<file path="src/rtl/seg_pipe_adder.sv">
// seg_pipe_adder: WIDTH-bit add/sub split into SEG-bit slices, one slice per
// pipeline stage, carry registered between stages, valid/ready flow control.
// Ports: clk, rst (sync, active-low), in_valid/in_ready, a, b, cin, sub,
//        out_valid/out_ready, sum, cout (raw carry, 1 = no borrow), ovf.
// Option: define SEG_PIPE_ADDER_SATURATE_EN to clamp sum on signed overflow.
module seg_pipe_adder #(
  parameter int WIDTH = 8,
  parameter int SEG   = 4
) (
  input  logic             clk,
  input  logic             rst,
  input  logic             in_valid,
  output logic             in_ready,
  input  logic [WIDTH-1:0] a,
  input  logic [WIDTH-1:0] b,
  input  logic             cin,
  input  logic             sub,
  output logic             out_valid,
  input  logic             out_ready,
  output logic [WIDTH-1:0] sum,
  output logic             cout,
  output logic             ovf
);

  localparam int N  = WIDTH / SEG;
  localparam int NR = (N > 1) ? N - 1 : 1;

  logic             w_en;
  logic [WIDTH-1:0] w_a   [N];
  logic [WIDTH-1:0] w_b   [N];
  logic [WIDTH-1:0] w_s   [N];
  logic [WIDTH-1:0] w_sn  [N];
  logic             w_c   [N];
  logic             w_v   [N];
  logic [SEG:0]     w_add [N];

  logic [WIDTH-1:0] r_a [NR];
  logic [WIDTH-1:0] r_b [NR];
  logic [WIDTH-1:0] r_s [NR];
  logic             r_c [NR];
  logic             r_v [NR];

  logic             r_out_valid;
  logic [WIDTH-1:0] r_sum;
  logic             r_cout;
  logic             r_ovf;

  logic             w_sa;
  logic             w_sb;
  logic             w_ovf;
  logic [WIDTH-1:0] w_raw;
  logic [WIDTH-1:0] w_sum;

  // One global enable: a stalled output freezes every stage.
  assign w_en     = !(r_out_valid && !out_ready);
  assign in_ready = w_en;

  // Stage inputs: stage 0 from ports (b and cin inverted for subtract),
  // later stages from the previous stage registers.
  always_comb begin
    w_a[0] = a;
    w_b[0] = sub ? ~b : b;
    w_c[0] = sub ? ~cin : cin;
    w_s[0] = '0;
    w_v[0] = in_valid;
    for (int k = 1; k < N; k++) begin
      w_a[k] = r_a[k-1];
      w_b[k] = r_b[k-1];
      w_c[k] = r_c[k-1];
      w_s[k] = r_s[k-1];
      w_v[k] = r_v[k-1];
    end
    for (int k = 0; k < N; k++) begin
      w_add[k] = {1'b0, w_a[k][k*SEG +: SEG]}
               + {1'b0, w_b[k][k*SEG +: SEG]}
               + (SEG+1)'(w_c[k]);
      w_sn[k] = w_s[k];
      w_sn[k][k*SEG +: SEG] = w_add[k][SEG-1:0];
    end
  end

  // Top slices of a and effective b are still original in the last stage.
  assign w_raw = w_sn[N-1];
  assign w_sa  = w_a[N-1][WIDTH-1];
  assign w_sb  = w_b[N-1][WIDTH-1];
  assign w_ovf = (w_sa == w_sb) && (w_raw[WIDTH-1] != w_sa);

`ifdef SEG_PIPE_ADDER_SATURATE_EN
  assign w_sum = !w_ovf ? w_raw
               : w_sa   ? {1'b1, {(WIDTH-1){1'b0}}}
               :          {1'b0, {(WIDTH-1){1'b1}}};
`else
  assign w_sum = w_raw;
`endif

  always_ff @(posedge clk) begin
    if (!rst) begin
      for (int k = 0; k < NR; k++) r_v[k] <= 1'b0;
      r_out_valid <= 1'b0;
      r_sum       <= '0;
      r_cout      <= 1'b0;
      r_ovf       <= 1'b0;
    end else if (w_en) begin
      for (int k = 0; k < N - 1; k++) begin
        r_v[k] <= w_v[k];
        r_a[k] <= w_a[k];
        r_b[k] <= w_b[k];
        r_c[k] <= w_add[k][SEG];
        r_s[k] <= w_sn[k];
      end
      r_out_valid <= w_v[N-1];
      r_sum       <= w_sum;
      r_cout      <= w_add[N-1][SEG];
      r_ovf       <= w_ovf;
    end
  end

  assign out_valid = r_out_valid;
  assign sum       = r_sum;
  assign cout      = r_cout;
  assign ovf       = r_ovf;

endmodule

</file>
<file path="config.mk">
export PLATFORM = sky130hd
export DESIGN_NAME = seg_pipe_adder
export DESIGN_NICKNAME = d
export VERILOG_FILES = /design/src/rtl/seg_pipe_adder.sv
export SDC_FILE = /design/constraint.sdc
export NUM_CORES = 1
export LEC_CHECK = 0
export BUFFER_PORTS_ARGS = -buffer_cell sky130_fd_sc_hd__buf_2
export CAP_MARGIN = 40
export CORE_MARGIN = 2
export CORE_UTILIZATION = 36
export CTS_BUF_LIST = sky130_fd_sc_hd__clkbuf_8
export CTS_CLUSTER_SIZE = 16
export DETAILED_ROUTE_END_ITERATION = 12
export SETUP_SLACK_MARGIN = 0.05
export SLEW_MARGIN = 15
export SYNTH_ARGS = -nofsm -noshare
export SYNTH_HDL_FRONTEND = slang
export SYNTH_SLANG_ARGS = --single-unit
</file>
<file path="constraint.sdc">
create_clock -name clk -period 2.7 [get_ports clk]
set_clock_uncertainty 0.05 [all_clocks]
set_input_delay 0.135 -clock clk [delete_from_list [all_inputs] [get_ports clk]]
set_output_delay 0.135 -clock clk [all_outputs]
set_load 0.01 [all_outputs]
</file>
==> results summary, run 1 <==
The run finished with clean final reports. For this run the aggregate overflow at the end of global routing stands at 0. The chip height came out at 62.3 um. The number of buffers created by CTS is 3. The largest net degree at the start of global routing came out at 19. The number of synthesis warnings came out at 0.

The number of buffers inserted by post-CTS setup repair is 0. The worst slack on hold paths is around 0.11 ns. The worst pin sits at a relative slew slack of a little under two thirds. The layout overhead on the synthesized area is 22.4%. From left edge to right edge, the die measures 62.3 um. The post-layout net count is 172.

The number of endpoints failing setup at the final stage is 0. The portion of synthesized area spent on multiplexers is 0%. Setup repair after global routing left no endpoint under its margin. The final cycle utilization of the critical path came out at approximately two thirds. The clock slew seen by the registers of the worst setup and hold paths came out at 0.08 ns. Subtracting the final worst setup slack from the clock period gives 1.76 ns. TritonCTS built the clock tree. The path class of the tightest hold or removal check is in2reg. The synthesized netlist devotes 10.3% of its cell area to simple gates. The die area is a little under 0.004 sq mm. The combinational family with the most area after synthesis is adder cells. The antenna violation net count after detailed routing is 0. The initial antenna violation count is 0.

The net count after synthesis came out at 135. The wire length per cell is 10.8 um. In the final layout, the share of cells above drive strength 1 is 28.1%. The count of TritonRoute iterations in the first routing pass came out at 4. The count of distinct cell types in the synthesized netlist came out at 31. The total power consumption of the routed design came out at 0.864 mW.

The number of standard cells after synthesis is 103. STA classifies the critical path endpoint as a flop. The detailed placement HPWL came out at approximately 1500 um.

The count of inserted antenna diode cells is 0. In the routed design, unresolved DRC markers number 0. The top-level I/O count is 34.

In the synthesized netlist, the cells that appear most often are sky130_fd_sc_hd__edfxtp_1 (14), sky130_fd_sc_hd__nand2_1 (14), sky130_fd_sc_hd__dfxtp_1 (11), sky130_fd_sc_hd__xor2_1 (10), sky130_fd_sc_hd__ha_1 (6). The most frequently used flop master after synthesis is sky130_fd_sc_hd__edfxtp_1. Excluding fillers, the count of instances in the completed layout stands at 185. The total count of hold-check failures in the final report came out at 0. The adder and majority gate portion of the synthesized area is 12.7%. Hold repair after CTS inserted 4 buffers. The routability congestion estimate came out at 0.746. The slowest stage of the critical path is the sky130_fd_sc_hd__nor2b_2 cell.

The vias per cell came out at about 4.4. The detailed router's first-iteration violation count is 27. Synthesis inferred 25 register bits. The number of resized instances in the post-cts repair step is 0. The floorplan step defined a core boundary enclosing 0.00331 sq mm. The data required time of the critical path came out at approximately 2.6 ns. The top cell type by area accounts for approximately a third of the synthesized area.

The via count of the routed design came out at 820. The tree is rooted in a sky130_fd_sc_hd__clkbuf_8. The count of port buffers added during placement is 33.

The area fraction in compound gates after synthesis came out at 11.8%. Setup total negative slack on the finished layout was measured at 0 ns. In this run the static leakage power is between 0.6 and 0.7 nW. The upper clock frequency limit came out at 568 MHz.

The arrival time of the worst setup path came out at around 1.7 ns. Along the worst path, the maximum fanout reaches 16. The floorplan has 21 rows. The source-to-sink clock delay at the later pin of the worst-skew pair is between 0.2 and 0.3 ns.

The overall routing resource usage is 11.4%. Counting along the longest clock path gives a buffer depth of 2. The worst setup path is launched from a flop. The biggest cell delay along the critical path came out at approximately 0.45 ns. The number of slew-limit violations in the final report is 0.

The synthesized netlist occupies a cell area of 0.00122 sq mm. After detailed placement, the design holds a cell count of 177. The post-layout utilization of the core is roughly 45%. The starting density of the core came out at a little under two fifths.

The number of global-route vias before repair is 828. The xor-xnor portion of the synthesized cell area is 8.58%. The number of sinks on the clock net is 25.

The global-route wire length before repair came out at between 3000 and 4000 um. Max-cap violations in this run came to 0. Counting flops with a built-in enable in the synthesized netlist gives 14.

The routed design has 1990 um of wire. By area the synthesized netlist is led by sky130_fd_sc_hd__edfxtp_1 (34%), sky130_fd_sc_hd__dfxtp_1 (18%), sky130_fd_sc_hd__xor2_1 (7.2%). A synthesized cell averages 11.9 sq um. For the pin with the worst max-slew slack, the measured transition is 0.540 ns. The count of H-tree levels built during CTS came out at 1. Counting flops with an async set or reset pin after synthesis yields a share of 0%. The post-synthesis sequential area ratio is 52.3%. The maximum vdd drop came out at 196 uV. The biggest area consumer among synthesized cells is sky130_fd_sc_hd__edfxtp_1.

The power density over the cells is 577 mW/mm^2. The critical path is of the reg2reg type. The critical path goes through nor2b_2, inv_2, and2_1.
## area by class of cell
type	count	area, sq um
clock buffers	3	41.3
clock inverters	1	3.75
fillers	330	1810
inverters	5	18.8
multi-input cells	68	532
flip-flops and latches	25	641
well taps	46	57.6
repair buffers	37	205
## worst paths after layout
kind         slack (ns)      start  depth (start not counted)         to
min                0.11       b[5]                          2  r_b[0][5]
max                0.94  out_valid                          3  r_a[0][4]
max reg2reg        0.94  out_valid                          3  r_a[0][4]
min reg2reg        0.40     sum[6]                          2     sum[6]
## state kept, by name, summed over array words and instances (netlist names)
| signal | count |
|---|---|
| r_s | 4 |
| r_c | 1 |
| out_valid | 1 |
| r_v | 1 |
| sum | 8 |
| r_b | 4 |
| r_a | 4 |
| cout | 1 |
| ovf | 1 |
## metal layers
layer | up-vias | track usage, % | wire length, um
li1 | 429 | - | -
met1 | 357 | 14.1 | 978
met2 | 29 | 17.5 | 827
met3 | 5 | 3.26 | 132
met4 | 0 | 6.94 | 55
met5 | - | 0 | 0
## critical path, delay by kind of cell (launching register included)
| kind | cells | cell delay [ns] |
|---|---|---|
| AND/OR/NAND/NOR | 2 | 0.84 |
| buffers and inverters | 1 | 0.23 |
| flip-flops | 1 | 0.33 |
## cell families (layout without fill, tap and decap cells)
family,after synthesis,after routing
AOI/OAI and AO/OA,20,20
buffers and inverters,10,46
and+or+nand+nor,26,26
xor gates and xnor gates,12,12
DFF,25,25
adders and majority gates,10,10
## placed cells by master (no fill, tap or decap)
cell,count
sky130_fd_sc_hd__a21boi_0,4
sky130_fd_sc_hd__a21boi_1,2
sky130_fd_sc_hd__a21o_1,4
sky130_fd_sc_hd__a21oi_1,2
sky130_fd_sc_hd__and2_1,1
sky130_fd_sc_hd__and3_1,1
sky130_fd_sc_hd__and3_4,1
sky130_fd_sc_hd__buf_2,33
sky130_fd_sc_hd__clkbuf_8,3
sky130_fd_sc_hd__dfxtp_1,11
sky130_fd_sc_hd__dlygate4sd3_1,4
sky130_fd_sc_hd__edfxtp_1,14
sky130_fd_sc_hd__fa_1,4
sky130_fd_sc_hd__ha_1,6
sky130_fd_sc_hd__inv_1,5
sky130_fd_sc_hd__inv_2,1
sky130_fd_sc_hd__nand2_1,14
sky130_fd_sc_hd__nand3_1,3
sky130_fd_sc_hd__nand4_1,1
sky130_fd_sc_hd__nor2_1,2
sky130_fd_sc_hd__nor2b_1,1
sky130_fd_sc_hd__nor2b_2,1
sky130_fd_sc_hd__o2111ai_1,2
sky130_fd_sc_hd__o211a_1,1
sky130_fd_sc_hd__o211ai_1,2
sky130_fd_sc_hd__o21a_1,1
sky130_fd_sc_hd__o21ai_0,2
sky130_fd_sc_hd__or2_0,1
sky130_fd_sc_hd__xnor2_1,2
sky130_fd_sc_hd__xor2_1,10
## report_power, final
| group | switching (mW) | internal [mW] | total [mW] |
|---|---|---|---|
| clock | 0.112 | 0.102 | 0.214 |
| combinational | 0.0925 | 0.0867 | 0.179 |
| sequential | 0.0173 | 0.454 | 0.471 |
## through the flow
stage               area [sq um]  setup WS [ns]
detailed placement          1410          0.654
CTS                         1500          0.922
global placement            1410          0.690
floorplan                   1220          0.738
finish                      1500          0.940
global route                1500          0.822
Note: power is estimated with default switching activity, not from simulation.
==> run 2, diff against run 1 <==
Clock period 2.7 ns to 1.5 ns, I/O delays scaled along.
==> results summary, run 2 (synthesis gave the netlist of run 1 again) <==
The detailed router's first-iteration violation count came out at 26 (-3.7%). The cell count after placement is 182 (+2.8%). The maximum vdd drop was 402 uV (+110%).

The detailed placement HPWL came out at 1570 um (+4.4%). Traced cell by cell, the critical path runs through fa_2, inv_2, fa_1, nand2_1, o211a_1. The leftover overflow at the end of global routing came out at 0 (unchanged). The total count of hold-check failures in the final report was 0 (unchanged). The number of sinks on the clock net came out at 25 (unchanged). The initial antenna violation count came out at 0 (unchanged). The power density over the cells is 1000 mW/mm^2 (+74%). The number of global-route vias before repair is 851 (+2.8%). The layout overhead on the synthesized area came out at 28.2%. The vias per cell is 4.46 (+0.57%). The via count of the routed design came out at 847 (+3.3%). The maximum fanout encountered on the critical timing path came to 2 (-14). The die area came out at 0.00389 sq mm (unchanged). The critical path is of the reg2reg type.

The worst reg-to-reg setup slack is -0.08 ns (-1.02 ns). The data required time of the critical path came out at 1.66 ns (-0.95 ns). The number of buffers between clock root and the deepest sink is 2 (unchanged). The number of flip-flops under the largest register name was 8 (unchanged). The arrival time of the worst setup path is 1.74 ns (+0.07 ns).

The count of inserted antenna diode cells came to 0 (unchanged). The leakage power is 0.707 nW (+4.1%). The core area came to 0.00331 sq mm (unchanged). The count of TritonRoute iterations in the first routing pass is 4 (unchanged). The worst register-to-register path begins at r_b[0][4]. The chip height is 62.3 um (unchanged). The ratio of cells with drive above 1 in the final layout is 36.1% (+8.1 points). CTS placed an instance of sky130_fd_sc_hd__clkbuf_8 at the clock tree root. The count of port buffers added during placement was 33 (unchanged). The worst slack on hold paths came to 0.0567 ns (-0.0519 ns). The number of slew-limit violations in the final report is 0 (unchanged). The worst setup path is launched from a flop. The endpoint identified for the worst register-to-register timing path is sum[5]. The largest net degree at the start of global routing is 19 (unchanged). The highest-delay cell along the critical path is sky130_fd_sc_hd__edfxtp_1. The number of stages on the worst hold path is 2 (unchanged). The number of DRC violations after detailed routing came out at 0 (unchanged).

The global-route wire length before repair is 3510 um (+0.60%). The top-level I/O count is 34 (unchanged). The post-layout utilization of the core is 47.4% (+2.2 points).

The number of endpoints failing setup at the final stage is 5 (+5). STA classifies the critical path endpoint as a flop. The routability congestion estimate is 0.752 (+0.80%).

Setup repair after global routing could not meet its margin everywhere. The minimum clock period was 1.58 ns (-0.179 ns). In this run the most critical hold path is launched from b[7].

The number of core rows came out at 21 (unchanged). The headroom to the max-slew limit came to 80.1% (+16 points). The path class of the tightest hold or removal check is in2reg. The count of H-tree levels built during CTS came out at 1 (unchanged).

The number of buffers and inverters on the critical path was 1 (unchanged). The post-layout net count was 177 (+2.9%). The run finished, with violations left. The number of standard cells in the final layout excluding fillers is 190 (+2.7%). The terminating pin of the worst hold path is r_b[0][7].

The library cells used most frequently in the layout, excluding fill and tap cells, are sky130_fd_sc_hd__buf_2 (32), sky130_fd_sc_hd__nand2_1 (14), sky130_fd_sc_hd__edfxtp_1 (14), sky130_fd_sc_hd__dfxtp_1 (11), sky130_fd_sc_hd__xor2_1 (8). The most common cell after layout, fill and taps aside is sky130_fd_sc_hd__buf_2. The max capacitance violation total is 0 (unchanged). The depth of the worst register-to-register path came out at 5 (+2). The final cycle utilization of the critical path is 105% (+40 points). The source-to-sink clock delay at the later pin of the worst-skew pair came out at 0.26 ns (about the same). The starting density of the core came out at 37.0% (unchanged). The TritonCTS clock tree is yes. The number of buffers created by CTS is 3 (unchanged). The final setup TNS came out at -0.141 ns (-0.141 ns). The transition time at the pin with the least slew margin came out at 0.298 ns (-0.242 ns). The number of fill cells in the layout came to 344 (+4.2%). The clock slew seen by the registers of the worst setup and hold paths came out at 0.08 ns (about the same). The final worst setup slack is -0.0814 ns (-1.02 ns). The total power consumption of the routed design came out at 1.57 mW (+82%). The final reports fail on setup timing. The overall routing resource usage is 11.5% (+0.11 points). The antenna violation net count after detailed routing came out at 0 (unchanged). The final wirelength came out at 2000 um (+0.15%). The upper clock frequency limit is 632 MHz (+11%). The horizontal extent of the die came to 62.3 um (unchanged). The wire length per cell came out at 10.5 um (-2.5%).

The biggest cell delay along the critical path came out at 0.41 ns (-0.04 ns). The kind of cell with the highest combined delay along the critical path is adder cells.
run 2: cell count changes in the layout (fill, tap and decap cells not counted), moves of 2 or more:
cell | before | now
sky130_fd_sc_hd__buf_4 | 0 | 5
sky130_fd_sc_hd__xor2_1 | 10 | 8
sky130_fd_sc_hd__fa_2 | 0 | 3
sky130_fd_sc_hd__xor2_2 | 0 | 2
sky130_fd_sc_hd__fa_1 | 4 | 1
run 2: timing repair:
item                                   in CTS  in global routing
endpoints found under the hold margin       4                  0
pin swaps                                   3                  2
buffers inserted                            0                  0
hold buffers                                4                  0
resized for setup                           0                  5
setup endpoints to repair                   7                  6
run 2: how the worst max path moves through the flow:
stage / start / to / slack, ns / cells after the start
floorplan: sub / r_c[0] / -0.24 / 6
global placement: sub / r_c[0] / -0.28 / 6
detailed placement: sub / r_c[0] / -0.30 / 6
CTS: r_b[0][4] / sum[5] / -0.1 / 5
global route: r_b[0][4] / sum[5] / -0.14 / 5
finish: r_b[0][4] / sum[5] / -0.08 / 5
run 2: through the flow:
| stage | setup slack, ns | area (sq um) |
|---|---|---|
| 5_1_grt | -0.144 | 1570 |
| 3_3_place_gp | -0.279 | 1470 |
| 2_1_floorplan | -0.243 | 1260 |
| 4_1_cts | -0.0972 | 1560 |
| 3_5_place_dp | -0.302 | 1470 |
| 6_report | -0.0814 | 1570 |
run 2: area by class of cell:
| cell class | count | area, sq um | share of cell area [%] |
|---|---|---|---|
| timing repair buffer | 42 | 249 | 15.9 |
| multi-input combinational | 68 | 559 | 35.6 |
| tap | 46 | 57.6 | 3.67 |
| clock buffer | 3 | 41.3 | 2.63 |
| clock inverter | 1 | 3.75 | 0.239 |
| inverter | 5 | 18.8 | 1.20 |
| sequential | 25 | 641 | 40.8 |
run 2: layer usage:
metal	GRT usage (%)	vias up	share of wire, %
met5	0	-	0
met3	2.36	4	5.3
li1	-	434	-
met4	6.67	0	2.2
met2	19.2	28	47
met1	13.7	381	45
run 2: power breakdown:
group | switching [mW] | total [mW] | internal [mW]
clock | 0.194 | 0.377 | 0.183
combinational | 0.172 | 0.350 | 0.178
sequential | 0.0310 | 0.848 | 0.817
total | 0.397 | 1.57 | 1.18
==> run 3, diff against run 2 <==
Settings changed: MAX_ROUTING_LAYER set to met4.
==> results summary, run 3 (synthesis gave the netlist of run 1 again) <==
The run finished, with violations left. The checks that failed: setup timing. The number of slew-limit violations in the final report is 0 (unchanged). The detailed placement HPWL is 1570 um (unchanged). The number of flip-flops under the largest register name is 8 (unchanged). The cell count after placement came out at 182 (unchanged). The area of all placed cells without fillers is 0.00157 sq mm (unchanged). The critical path endpoint category is a flop. The startpoint identified for the worst hold timing path is b[7].

The count of port buffers added during placement is 33 (unchanged). The most common cell after layout, fill and taps aside is sky130_fd_sc_hd__buf_2. Setup repair after global routing could not meet its margin everywhere. The chip height is 62.3 um (unchanged). The wire length per cell came out at 10.5 um (about the same). The number of stages on the worst hold path came out at 2 (unchanged). The count of TritonRoute iterations in the first routing pass came out at 4 (unchanged). The top-level I/O count is 34 (unchanged). The source-to-sink clock delay at the later pin of the worst-skew pair was 0.26 ns (about the same). The final cycle utilization of the critical path came out at 105% (about the same). The via count of the routed design is 844 (-0.35%). The headroom to the max-slew limit came out at 80.1% (about the same). The initial antenna violation count came out at 0 (unchanged). The highest-delay cell along the critical path is sky130_fd_sc_hd__edfxtp_1. The number of global-route vias before repair came out at 851 (unchanged).

The TritonCTS clock tree is yes. The total count of hold-check failures in the final report came to 0 (unchanged). The final wirelength was 2000 um (about the same).

The horizontal extent of the die came out at 62.3 um (unchanged). The number of sinks on the clock net is 25 (unchanged). The max capacitance violation total is 0 (unchanged). The count of H-tree levels built during CTS was 1 (unchanged).

The number of DRC violations after detailed routing came out at 0 (unchanged). The number of buffers and inverters on the critical path came out at 1 (unchanged). The maximum vdd drop is 402 uV (about the same). The die area came out at 0.00389 sq mm (unchanged). The tree is rooted in a sky130_fd_sc_hd__clkbuf_8. The post-layout net count was 177 (unchanged). The detailed router's first-iteration violation count came to 26 (unchanged). The final worst setup slack came out at -0.0814 ns (-0.00000690 ns).

The final setup TNS came out at -0.141 ns (-0.0000230 ns). The largest net degree at the start of global routing came out at 19 (unchanged). Walking the worst path, the cells encountered are fa_2, inv_2, fa_1, nand2_1, o211a_1.

The number of buffers created by CTS came to 3 (unchanged). The core area is 0.00331 sq mm (unchanged). The power density over the cells is 1000 mW/mm^2 (about the same).

The routability congestion estimate came out at 0.762 (+1.3%). The biggest cell delay along the critical path was 0.41 ns (about the same). The worst reg-to-reg setup slack is -0.08 ns (about the same).

The overall routing resource usage is 11.8% (+0.33 points). The path class of the tightest hold or removal check is in2reg. The clock slew seen by the registers of the worst setup and hold paths came out at 0.08 ns (about the same).

The antenna violation net count after detailed routing came out at 0 (unchanged). The data required time of the critical path came out at 1.66 ns (about the same). The global-route wire length before repair came to 3510 um (unchanged).

The layout overhead on the synthesized area is 28.2% (unchanged). The largest delay contributor family on the critical path is adder cells. The minimum clock period is 1.58 ns (+0.00000690 ns).

The number of buffers inserted by post-CTS setup repair is 0 (unchanged). The maximum fanout encountered on the critical timing path is 2 (unchanged). The number of buffers between clock root and the deepest sink came out at 2 (unchanged). STA classifies the critical path startpoint as a flop.

The path with the worst hold slack has its endpoint at r_b[0][7]. The number of endpoints failing setup at the final stage is 5 (unchanged). The number of core rows came out at 21 (unchanged). The transition time at the pin with the least slew margin is 0.299 ns (+0.0000454 ns). The post-layout utilization of the core came to 47.4% (unchanged). The endpoint identified for the worst register-to-register timing path is sum[5].

The upper clock frequency limit came out at 632 MHz (about the same). The vias per cell came to 4.44 (-0.35%). The source of the worst register-to-register timing path is r_b[0][4]. The arrival time of the worst setup path was 1.74 ns (about the same). The ratio of cells with drive above 1 in the final layout came out at 36.1% (unchanged). The starting density of the core is 37.0% (unchanged). The leakage power is 0.707 nW (unchanged). The startpoint-to-endpoint class of the critical path is reg2reg. In the layout the commonest cells are sky130_fd_sc_hd__buf_2 (32), sky130_fd_sc_hd__nand2_1 (14), sky130_fd_sc_hd__edfxtp_1 (14), sky130_fd_sc_hd__dfxtp_1 (11), sky130_fd_sc_hd__xor2_1 (8). The number of fill cells in the layout is 344 (unchanged). The total power consumption of the routed design came to 1.58 mW (about the same). The number of standard cells in the final layout excluding fillers is 190 (unchanged). The leftover overflow at the end of global routing is 0 (unchanged). The count of inserted antenna diode cells was 0 (unchanged). The cell area reported after detailed placement came out at 0.00147 sq mm (unchanged). The depth of the worst register-to-register path is 5 (unchanged).
-- run 3: cell counts in the layout (fill, tap and decap cells not counted) --
No cell type changed its count.
-- run 3: what timing repair did --
item / CTS / global route
pin swaps: 3 / 2
endpoints found under the hold margin: 4 / 0
hold buffers: 4 / 0
cloned: 0 / 0
resized for setup: 0 / 5
endpoints found under the setup margin: 7 / 6
-- run 3: area by class of cell --
class | count | area, sq um | share of cell area (%)
multi-input cells | 68 | 559 | 35.6
repair buffers | 42 | 249 | 15.9
inverters | 5 | 18.8 | 1.20
clock inverters | 1 | 3.75 | 0.239
clock buffers | 3 | 41.3 | 2.63
flip-flops and latches | 25 | 641 | 40.8
well taps | 46 | 57.6 | 3.67
-- run 3: layer usage --
layer | vias up | track usage (%) | share of wire (%)
met4 | 0 | 6.67 | 2.3
met2 | 26 | 19.2 | 47
li1 | 434 | - | -
met3 | 4 | 2.36 | 5.0
met5 | - | - | 0
met1 | 380 | 13.7 | 45
-- run 3: worst max-delay path by stage --
stage               cells after the start      to       from  slack, ns
finish                                  5  sum[5]  r_b[0][4]      -0.08
detailed placement                      6  r_c[0]        sub      -0.30
CTS                                     5  sum[5]  r_b[0][4]       -0.1
floorplan                               6  r_c[0]        sub      -0.24
global placement                        6  r_c[0]        sub      -0.28
global route                            5  sum[5]  r_b[0][4]      -0.14
-- run 3: report_power, final --
part	leakage (nW)	switching [mW]	internal [mW]	total, mW
sequential	0.229	0.0310	0.817	0.848
combinational	0.450	0.172	0.178	0.351
clock	0.0269	0.195	0.183	0.378
-- run 3: per-stage QoR --
stage          setup slack (ns)  hold slack (ns)
6_report                -0.0814           0.0559
5_1_grt                  -0.144           0.0499
4_1_cts                 -0.0972           0.0531
3_5_place_dp             -0.302            0.203
3_3_place_gp             -0.279            0.201
2_1_floorplan            -0.243            0.124
